==> config.mk <==
export PLATFORM = sky130hd
export DESIGN_NAME = fetch_unit_flat
export DESIGN_NICKNAME = d
export VERILOG_FILES = /design/src/rtl/riscv_pkg.sv /design/src/rtl/fetch_unit_if.sv /design/src/rtl/if_id_reg.sv /design/src/rtl/fetch_unit.sv /design/src/flat_wrapper.sv
export SDC_FILE = /design/constraint.sdc
export NUM_CORES = 1
export LEC_CHECK = 0
export BUFFER_PORTS_ARGS = -buffer_cell sky130_fd_sc_hd__buf_2
export CAP_MARGIN = 40
export CORE_MARGIN = 10
export CORE_UTILIZATION = 36
export CTS_CLUSTER_DIAMETER = 30
export DETAILED_ROUTE_END_ITERATION = 8
export PLACE_DENSITY = 0.69
export SLEW_MARGIN = 30
export SYNTH_ARGS = -nofsm -noshare
export SYNTH_HDL_FRONTEND = slang
export SYNTH_SLANG_ARGS = --single-unit
export TNS_END_PERCENT = 5
==> constraint.sdc <==
create_clock -name clk -period 2.2 [get_ports clk]
set_clock_uncertainty 0.1 [all_clocks]
set_input_delay 0.44 -clock clk [delete_from_list [all_inputs] [get_ports clk]]
set_output_delay 0.44 -clock clk [all_outputs]
set_load 0.01 [all_outputs]
==> src/rtl/riscv_pkg.sv <==
// Shared RV32 fetch-side constants and the IF/ID payload layout used by decode.
package riscv_pkg;

  localparam int unsigned XLEN        = 32;
  localparam int unsigned INSTR_BYTES = 4;
  localparam logic [31:0] NOP_INSTR   = 32'h0000_0013;

  typedef struct packed {
    logic [XLEN-1:0] pc;
    logic [XLEN-1:0] pc_plus4;
    logic [XLEN-1:0] instr;
  } if_id_t;

endpackage

==> src/rtl/fetch_unit_if.sv <==
// Fetch-stage bus: imem port, redirect input, and the IF/ID handshake toward decode.
interface fetch_unit_if #(
  parameter int unsigned ADDR_WIDTH = 32,
  parameter int unsigned DATA_WIDTH = 32,
  parameter int unsigned CNT_WIDTH  = 32
);
  logic                  fetch_en;
  logic [ADDR_WIDTH-1:0] imem_addr;
  logic [DATA_WIDTH-1:0] imem_instr;
  logic                  redirect_valid;
  logic [ADDR_WIDTH-1:0] redirect_pc;
  logic                  id_ready;
  logic                  if_valid;
  logic [ADDR_WIDTH-1:0] if_pc;
  logic [ADDR_WIDTH-1:0] if_pc_plus4;
  logic [DATA_WIDTH-1:0] if_instr;
  logic                  misalign_fault;
  logic [CNT_WIDTH-1:0]  fetch_count;

  // Fetch unit side
  modport master (
    input  fetch_en, imem_instr, redirect_valid, redirect_pc, id_ready,
    output imem_addr, if_valid, if_pc, if_pc_plus4, if_instr,
           misalign_fault, fetch_count
  );

  // Environment side: memory, branch unit and decode
  modport slave (
    output fetch_en, imem_instr, redirect_valid, redirect_pc, id_ready,
    input  imem_addr, if_valid, if_pc, if_pc_plus4, if_instr,
           misalign_fault, fetch_count
  );
endinterface

==> src/rtl/if_id_reg.sv <==
// IF/ID pipeline register: payload plus valid with flush/load/drain controls.
module if_id_reg
  import riscv_pkg::*;
#(
  parameter int unsigned ADDR_WIDTH = 32,
  parameter int unsigned DATA_WIDTH = 32
) (
  input  logic                  clk,
  input  logic                  rst,
  input  logic                  flush,
  input  logic                  load,
  input  logic                  drain,
  input  logic [ADDR_WIDTH-1:0] pc_in,
  input  logic [DATA_WIDTH-1:0] instr_in,
  output logic                  valid,
  output logic [ADDR_WIDTH-1:0] pc,
  output logic [ADDR_WIDTH-1:0] pc_plus4,
  output logic [DATA_WIDTH-1:0] instr
);

  // Flush beats load beats drain; drain only clears valid and keeps the payload.
  always_ff @(posedge clk) begin
    if (rst) begin
      valid    <= 1'b0;
      pc       <= '0;
      pc_plus4 <= '0;
      instr    <= DATA_WIDTH'(NOP_INSTR);
    end else if (flush) begin
      valid <= 1'b0;
      instr <= DATA_WIDTH'(NOP_INSTR);
    end else if (load) begin
      valid    <= 1'b1;
      pc       <= pc_in;
      pc_plus4 <= pc_in + ADDR_WIDTH'(INSTR_BYTES);
      instr    <= instr_in;
    end else if (drain) begin
      valid <= 1'b0;
    end
  end

endmodule

==> src/rtl/fetch_unit.sv <==
// IF stage: owns the PC, addresses instruction memory, fills IF/ID, handles redirects.
module fetch_unit
  import riscv_pkg::*;
#(
  parameter int unsigned          ADDR_WIDTH = 32,
  parameter int unsigned          DATA_WIDTH = 32,
  parameter logic [ADDR_WIDTH-1:0] RESET_PC  = '0,
  parameter int unsigned          CNT_WIDTH  = 32
) (
  input  logic            clk,
  input  logic            rst,
  fetch_unit_if.master    bus
);

  logic [ADDR_WIDTH-1:0] pc;
  logic [ADDR_WIDTH-1:0] pc_next;
  logic                  slot_free;
  logic                  fetch;
  logic                  drain;

  assign bus.imem_addr = pc;

  // Fetch/redirect decisions and the next PC; a redirect always wins over a fetch.
  always_comb begin
    slot_free = !bus.if_valid || bus.id_ready;
    fetch     = bus.fetch_en && slot_free && !bus.redirect_valid;
    drain     = bus.id_ready && bus.if_valid && !fetch && !bus.redirect_valid;
    pc_next   = pc;
    if (bus.redirect_valid) begin
      pc_next = {bus.redirect_pc[ADDR_WIDTH-1:2], 2'b00};
    end else if (fetch) begin
      pc_next = pc + ADDR_WIDTH'(INSTR_BYTES);
    end
  end

  // PC, fault pulse and fetched-instruction counter.
  always_ff @(posedge clk) begin
    if (rst) begin
      pc                 <= {RESET_PC[ADDR_WIDTH-1:2], 2'b00};
      bus.misalign_fault <= 1'b0;
      bus.fetch_count    <= '0;
    end else begin
      pc                 <= pc_next;
      bus.misalign_fault <= bus.redirect_valid && (bus.redirect_pc[1:0] != 2'b00);
      if (fetch) begin
        bus.fetch_count <= bus.fetch_count + CNT_WIDTH'(1);
      end
    end
  end

  if_id_reg #(
    .ADDR_WIDTH (ADDR_WIDTH),
    .DATA_WIDTH (DATA_WIDTH)
  ) u_if_id (
    .clk      (clk),
    .rst      (rst),
    .flush    (bus.redirect_valid),
    .load     (fetch),
    .drain    (drain),
    .pc_in    (pc),
    .instr_in (bus.imem_instr),
    .valid    (bus.if_valid),
    .pc       (bus.if_pc),
    .pc_plus4 (bus.if_pc_plus4),
    .instr    (bus.if_instr)
  );

endmodule

==> src/flat_wrapper.sv <==
// flat-port wrapper written by rule: the top's interface ports become plain ports
module fetch_unit_flat import riscv_pkg::*;
#(
  parameter int unsigned          ADDR_WIDTH = 32,
  parameter int unsigned          DATA_WIDTH = 32,
  parameter logic [ADDR_WIDTH-1:0] RESET_PC  = '0,
  parameter int unsigned          CNT_WIDTH  = 32
)
  (clk, rst, bus_fetch_en, bus_imem_instr, bus_redirect_valid, bus_redirect_pc, bus_id_ready, bus_imem_addr, bus_if_valid, bus_if_pc, bus_if_pc_plus4, bus_if_instr, bus_misalign_fault, bus_fetch_count);
  fetch_unit_if #(.ADDR_WIDTH(ADDR_WIDTH), .DATA_WIDTH(DATA_WIDTH), .CNT_WIDTH(CNT_WIDTH)) bus_i ();
  input  logic clk;
  input  logic rst;
  input wire logic [$bits(bus_i.fetch_en)-1:0] bus_fetch_en;
  input wire logic [$bits(bus_i.imem_instr)-1:0] bus_imem_instr;
  input wire logic [$bits(bus_i.redirect_valid)-1:0] bus_redirect_valid;
  input wire logic [$bits(bus_i.redirect_pc)-1:0] bus_redirect_pc;
  input wire logic [$bits(bus_i.id_ready)-1:0] bus_id_ready;
  output wire logic [$bits(bus_i.imem_addr)-1:0] bus_imem_addr;
  output wire logic [$bits(bus_i.if_valid)-1:0] bus_if_valid;
  output wire logic [$bits(bus_i.if_pc)-1:0] bus_if_pc;
  output wire logic [$bits(bus_i.if_pc_plus4)-1:0] bus_if_pc_plus4;
  output wire logic [$bits(bus_i.if_instr)-1:0] bus_if_instr;
  output wire logic [$bits(bus_i.misalign_fault)-1:0] bus_misalign_fault;
  output wire logic [$bits(bus_i.fetch_count)-1:0] bus_fetch_count;
  assign bus_i.fetch_en = bus_fetch_en;
  assign bus_i.imem_instr = bus_imem_instr;
  assign bus_i.redirect_valid = bus_redirect_valid;
  assign bus_i.redirect_pc = bus_redirect_pc;
  assign bus_i.id_ready = bus_id_ready;
  assign bus_imem_addr = bus_i.imem_addr;
  assign bus_if_valid = bus_i.if_valid;
  assign bus_if_pc = bus_i.if_pc;
  assign bus_if_pc_plus4 = bus_i.if_pc_plus4;
  assign bus_if_instr = bus_i.if_instr;
  assign bus_misalign_fault = bus_i.misalign_fault;
  assign bus_fetch_count = bus_i.fetch_count;
  fetch_unit #(.ADDR_WIDTH(ADDR_WIDTH), .DATA_WIDTH(DATA_WIDTH), .RESET_PC(RESET_PC), .CNT_WIDTH(CNT_WIDTH)) u_core (.clk(clk), .rst(rst), .bus(bus_i));
endmodule
After elaboration in Yosys (flattened, before gate mapping)
Index checks and enable logic that the tools add are counted.
Word-level totals
  flip-flop bits (word level): 162
  word-level logic and storage cells: 30
Cells by class
  add/sub/neg operators: 2
  mux-type cells: 4
  reductions and logical operators: 15
  bitwise logic cells: 1
Operators with widths (number)
  $mux W32: 2
  $add A32 B1 Y32 const B: 1
  $add A32 B3 Y32 const B: 1
  $logic_and A1 B1 Y1: 6
  $reduce_bool A2 Y1: 3
  $logic_not A1 Y1: 3
  $mux W1: 2
  $reduce_and A2 Y1: 1
  $reduce_or A2 Y1: 1
  $logic_or A1 B1 Y1: 1
  $not A1 Y1: 1

Logic depth before layout (Yosys ltp)
  word-level depth: 9
  mapped depth: 8
  depth with buffers taken out: 6

By module
Synthesis repeated with hierarchy kept, for this count alone.
Unflattened totals
  cell total of the unflattened synthesis: 846
  area total of the unflattened synthesis: 7128.1 um^2
Modules (own cells, without submodules)
  if_id_reg: instances 1, cells an instance 461, sequential area each 1901.8 um^2, area each 3970.1 um^2
  fetch_unit: instances 1, cells an instance 385, sequential area each 1261.2 um^2, area each 3158.0 um^2

Least setup slack after synthesis
OpenSTA, ideal clock, no wires.
  kind: in2reg
  start: input bus_redirect_valid
  end: register u_core.bus.fetch_count[31] in the netlist's numbering
  arrival: 2105 ps
  path buffers: 2
  setup slack: -76 ps
  stages on the path: 7
  required time: 2030 ps
  cells stage by stage: buf_6 -> nand2b_4 -> or3_1 -> or4_1 -> buf_2 -> or3_1 -> a21oi_1
On the way
  cells in the longest elaborated chain, start to end: 2
RTL lines
  start, declared: RTL line flat_wrapper.sv:15  | input wire logic [$bits(bus_i.redirect_valid)-1:0] bus_redirect_valid;
  $logic_not A1 Y1: RTL line fetch_unit.sv:26  | fetch = bus.fetch_en && slot_free && !bus.redirect_valid;
  $logic_and A1 B1 Y1: RTL line fetch_unit.sv:26
  end signal, assigned: RTL line fetch_unit.sv:46  | bus.fetch_count <= bus.fetch_count + CNT_WIDTH'(1);
  end, declared: RTL line fetch_unit_if.sv:24  | misalign_fault, fetch_count
Every way passes these cells.
A chain may end at the register's enable or synchronous reset.

Worst setup path after layout
  start: register u_core.bus.fetch_count[10] in the netlist's numbering
  end: register u_core.bus.fetch_count[31] in the netlist's numbering
On the way
  cells in the longest elaborated chain, start to end: 1
RTL lines (RTL line)
  $add A32 B1 Y32: fetch_unit.sv:46
Every way passes these cells.

==> qor.txt <==
DETAILED ROUTING
---------------------------------------------------------------------------------
Drt drc                                                                         0
First-pass detailed-route iteration total                                       5
Average wire per cell in the routed design                                16.2 um
Routed vias/inst                                                             5.06
Remaining antenna violation count after routing                                 0
Number of DRC markers in iteration 0                                          285
Number of vias after detailed routing                                        6730
Wire length after detailed routing                                       21500 um

SETUP PATH
---------------------------------------------------------------------------------
WS Path Type                                                         flop to flop
Peak fanout along the critical path                                             9
Sort of element at the end of the critical path                              flop
CP arrival                                                                2.30 ns
Launching element type of the critical path                                  flop
Req. time, crit path                                                      2.44 ns

SYNTHESIS
---------------------------------------------------------------------------------
Number of warnings printed during yosys synthesis                               0
Share of the yosys chip area belonging to registers                         46.3%
Post-Syn Area                                                         0.00675 mm2
Gate count of the mapped netlist                                              848
Unique cell type count in the Yosys netlist                                    36
Post-Synth XOR/XNOR Area                                                    8.83%
Compound-cell area share of the yosys netlist                               13.3%
Mux contribution to synthesized area                                           0%
Combinational family with the most area after synthesis              simple AND/OR/NAND/NOR gates
Post-synthesis simple-gate area fraction                                    26.3%
Post-Synthesis Mean Instance Area                                        7.96 um2
Register bit total from synthesis                                             156
Adder and majority cell fraction of the synthesized area                   0.371%

CLOCK NETWORK
---------------------------------------------------------------------------------
Number of CTS-inserted buffers                                                 17
Clock Pin Slew Worst Setup and Hold Paths                                 0.06 ns
Post-CTS setup buffer count                                                     0
Maximum number of buffers from clock root to sink                               2
CTS tree                                                                      yes
Source-to-sink clock delay at the later pin of the worst-skew pair        0.41 ns
Total number of clock tree sinks                                              156
# hold bufs at CTS                                                              0
Root Buffer                                                          sky130_fd_sc_hd__clkbuf_16
Maximum level of the CTS H-tree                                                 4

PLACEMENT
---------------------------------------------------------------------------------
Placer Congestion                                                           0.808
Count of input and output buffers                                             224
Cells after DPL                                                              1296
HPWL after DPL                                                           16000 um

GLOBAL ROUTE
---------------------------------------------------------------------------------
Global-route wire length before repair                                   33600 um
Pin count of the biggest net entering global routing                           72
GRT busiest layer                                                            met2
Number of antenna violations at the first check in global routing               3
Total overflow reported by the global router                                    0
GRT met2 Usage                                                              27.2%
Global routing usage on met3                                                6.63%
Fraction of met1 tracks used by global routing                              20.1%
Global routing usage summed across all routing layers                       16.9%
Via count of the first global-routing pass                                   6447

LAYOUT
---------------------------------------------------------------------------------
Fraction of layout cells with a size suffix above 1                         29.2%
Final instance count without filler cells                                    1330
Post-synthesis to final-layout area growth                                  33.3%
Filler Cells Inserted                                                        1871
Final Net Count                                                              1152

STA
---------------------------------------------------------------------------------
Worst Max-Slew Pin Slew                                                  0.655 ns
Min Tclk post-route                                                       2.06 ns
Setup violation total in the final timing report                                0
Setup TNS                                                                    0 ns
Unrepaired setup endpoints after global routing                                no
Highest clock rate                                                        485 MHz
Max-slew headroom at the worst pin                                          56.3%
Final number of max-transition violations                                       0
Share of the clock period used by the worst path                            93.6%
Final Hold Violating Endpoints                                                  0
Final worst hold slack                                                   0.134 ns

DIE
---------------------------------------------------------------------------------
Area of the placeable core                                             0.0186 mm2
Number of placement rows                                                       50
Die area                                                               0.0246 mm2
DIE WIDTH                                                                  157 um
Ports                                                                         231
Initial Utilization                                                         36.3%
Die Y                                                                      157 um

WORST HOLD PATH
---------------------------------------------------------------------------------
HP Class                                                             input pin to flop

PWR
---------------------------------------------------------------------------------
Power per cell area                                                    750 mW/mm2
Leakage dissipation                                                       3.76 nW
Final total power                                                         6.74 mW
Maximum ir drop on the vdd rail                                          0.502 mV

RUN
---------------------------------------------------------------------------------
Maxcap violations                                                               0

STATUS
---------------------------------------------------------------------------------
Outcome                                                                 completed

-- power breakdown --
part / internal (mW) / total [mW] / switching (mW)
registers: 2.94 / 3.00 / 0.0667
clock network: 1.82 / 3.00 / 1.18
logic: 0.306 / 0.743 / 0.437
total: 5.06 / 6.74 / 1.68
-- metal layers --
layer	wire, um	vias to the layer above	part of all wire [%]
met2	9950	226	46
met1	9020	3134	42
li1	-	3341	-
met5	20	-	0.093
met4	383	2	1.8
met3	2130	27	9.9
-- cells by family after synthesis --
family,Yosys count
simple gates,391
flops,156
compound gates,153
buf+inv,77
xor+xnor,68
fa+ha+maj,2
other cells,1
-- metrics by stage --
stage / area, um2 / setup WS, ns / utilization, %
floorplan: 6780 / -0.0169 / -
finish: 9000 / 0.140 / 48.4
detailed placement: 8370 / -0.121 / 45.1
CTS: 8970 / 0.0606 / 48.3
global route: 8990 / 0.0158 / 48.4
global placement: 8370 / -0.0579 / 45.1
-- synth_stat cells --
| master | n | area (um2) |
|---|---|---|
| sky130_fd_sc_hd__nand2_1 | 177 | 664 |
| sky130_fd_sc_hd__nand2b_1 | 1 | 6.26 |
| sky130_fd_sc_hd__nand3_1 | 20 | 100 |
| sky130_fd_sc_hd__buf_4 | 6 | 45.0 |
| sky130_fd_sc_hd__clkbuf_1 | 53 | 199 |
| sky130_fd_sc_hd__dfxtp_1 | 156 | 3120 |
| sky130_fd_sc_hd__ha_1 | 2 | 25.0 |
| sky130_fd_sc_hd__xor2_1 | 11 | 96.3 |
| sky130_fd_sc_hd__buf_2 | 6 | 30.0 |
| sky130_fd_sc_hd__or3_1 | 16 | 100 |
| sky130_fd_sc_hd__and4_1 | 8 | 70.1 |
| sky130_fd_sc_hd__nand2b_4 | 1 | 13.8 |
| sky130_fd_sc_hd__and2b_1 | 1 | 7.51 |
| sky130_fd_sc_hd__or2_2 | 2 | 12.5 |
| sky130_fd_sc_hd__clkinv_1 | 1 | 3.75 |
| sky130_fd_sc_hd__and3_1 | 16 | 100 |
| sky130_fd_sc_hd__inv_1 | 6 | 22.5 |
| sky130_fd_sc_hd__conb_1 | 1 | 3.75 |
| sky130_fd_sc_hd__nor2_1 | 83 | 312 |
| sky130_fd_sc_hd__and2_0 | 1 | 6.26 |
| sky130_fd_sc_hd__nor4_1 | 10 | 62.6 |
| sky130_fd_sc_hd__o21a_1 | 1 | 7.51 |
| sky130_fd_sc_hd__xnor2_1 | 57 | 499 |
| sky130_fd_sc_hd__nor2b_1 | 4 | 25.0 |
| sky130_fd_sc_hd__a311oi_1 | 6 | 52.6 |
| sky130_fd_sc_hd__o21ai_0 | 22 | 110 |
| sky130_fd_sc_hd__buf_6 | 1 | 11.3 |
| sky130_fd_sc_hd__nand4_1 | 18 | 113 |
| sky130_fd_sc_hd__a21oi_1 | 81 | 405 |
| sky130_fd_sc_hd__nor3_1 | 24 | 120 |
| sky130_fd_sc_hd__a211oi_1 | 42 | 315 |
| sky130_fd_sc_hd__o21ai_1 | 1 | 5.00 |
| sky130_fd_sc_hd__buf_1 | 4 | 15.0 |
| sky130_fd_sc_hd__and2_1 | 3 | 18.8 |
| sky130_fd_sc_hd__nor3b_1 | 1 | 7.51 |
| sky130_fd_sc_hd__or4_1 | 5 | 37.5 |
-- state kept, by name (all words and copies together), names as in the netlist --
signal	cells
u_core.bus.fetch_count	32
u_core.u_if_id.instr	32
u_core.bus.imem_addr	30
u_core.u_if_id.pc	30
u_core.u_if_id.pc_plus4	30
u_core.bus.misalign_fault	1
u_core.u_if_id.valid	1
-- layout by cell type, fill, tap and decap left out, drive strengths merged, types with 3 or more instances in the layout --
master    netlist  routed
clkinvlp        0       3
clkbuf         53      22
nand2         177     177
a311oi          6       6
and3           16      16
a211oi         42      42
and2            4       4
inv             6       7
dfxtp         156     156
nor2b           4       4
nor4           10      10
a21oi          81      81
nand4          18      18
nor2           83      83
xor2           11      11
and4            8       8
buf            17     279
o21ai          23      23
nand3          20      20
conb            1       6
bufinv          0       3
nor3           24      24
xnor2          57      57
or3            16      16
clkinv          1       4
or4             5       5
-- worst paths after layout --
path                               from                         end  slack [ns]  cells past startpoint
max          u_core.bus.fetch_count[10]  u_core.bus.fetch_count[31]        0.14                      5
min                   bus_imem_instr[1]     u_core.u_if_id.instr[1]        0.13                      3
max reg2reg  u_core.bus.fetch_count[10]  u_core.bus.fetch_count[31]        0.14                      5
min reg2reg    u_core.u_if_id.instr[27]    u_core.u_if_id.instr[27]        0.35                      2
-- worst max-delay path: stages, from the launching register on --
cell and delay, ns:
sky130_fd_sc_hd__dfxtp_1 0.38, sky130_fd_sc_hd__and4_1 0.27, sky130_fd_sc_hd__nand2_1 0.13, sky130_fd_sc_hd__or4_4 0.59, sky130_fd_sc_hd__or3_1 0.36, sky130_fd_sc_hd__a21oi_1 0.16
-- layout make-up --
type	instances	area, um2	area share, %
well taps	234	293	3.25
diodes	2	5.00	0.0556
clock inverters	10	140	1.56
clock buffers	22	454	5.05
multi-input cells	620	3350	37.3
flip-flops and latches	156	3120	34.7
inverters	7	26.3	0.292
repair buffers	279	1600	17.8
-- repair_timing --
item,CTS,global route
pin swaps,0,1
endpoints found under the hold margin,0,0
setup endpoints to repair,1,12
resized for setup,1,5
(Power assumes the default switching activity.)
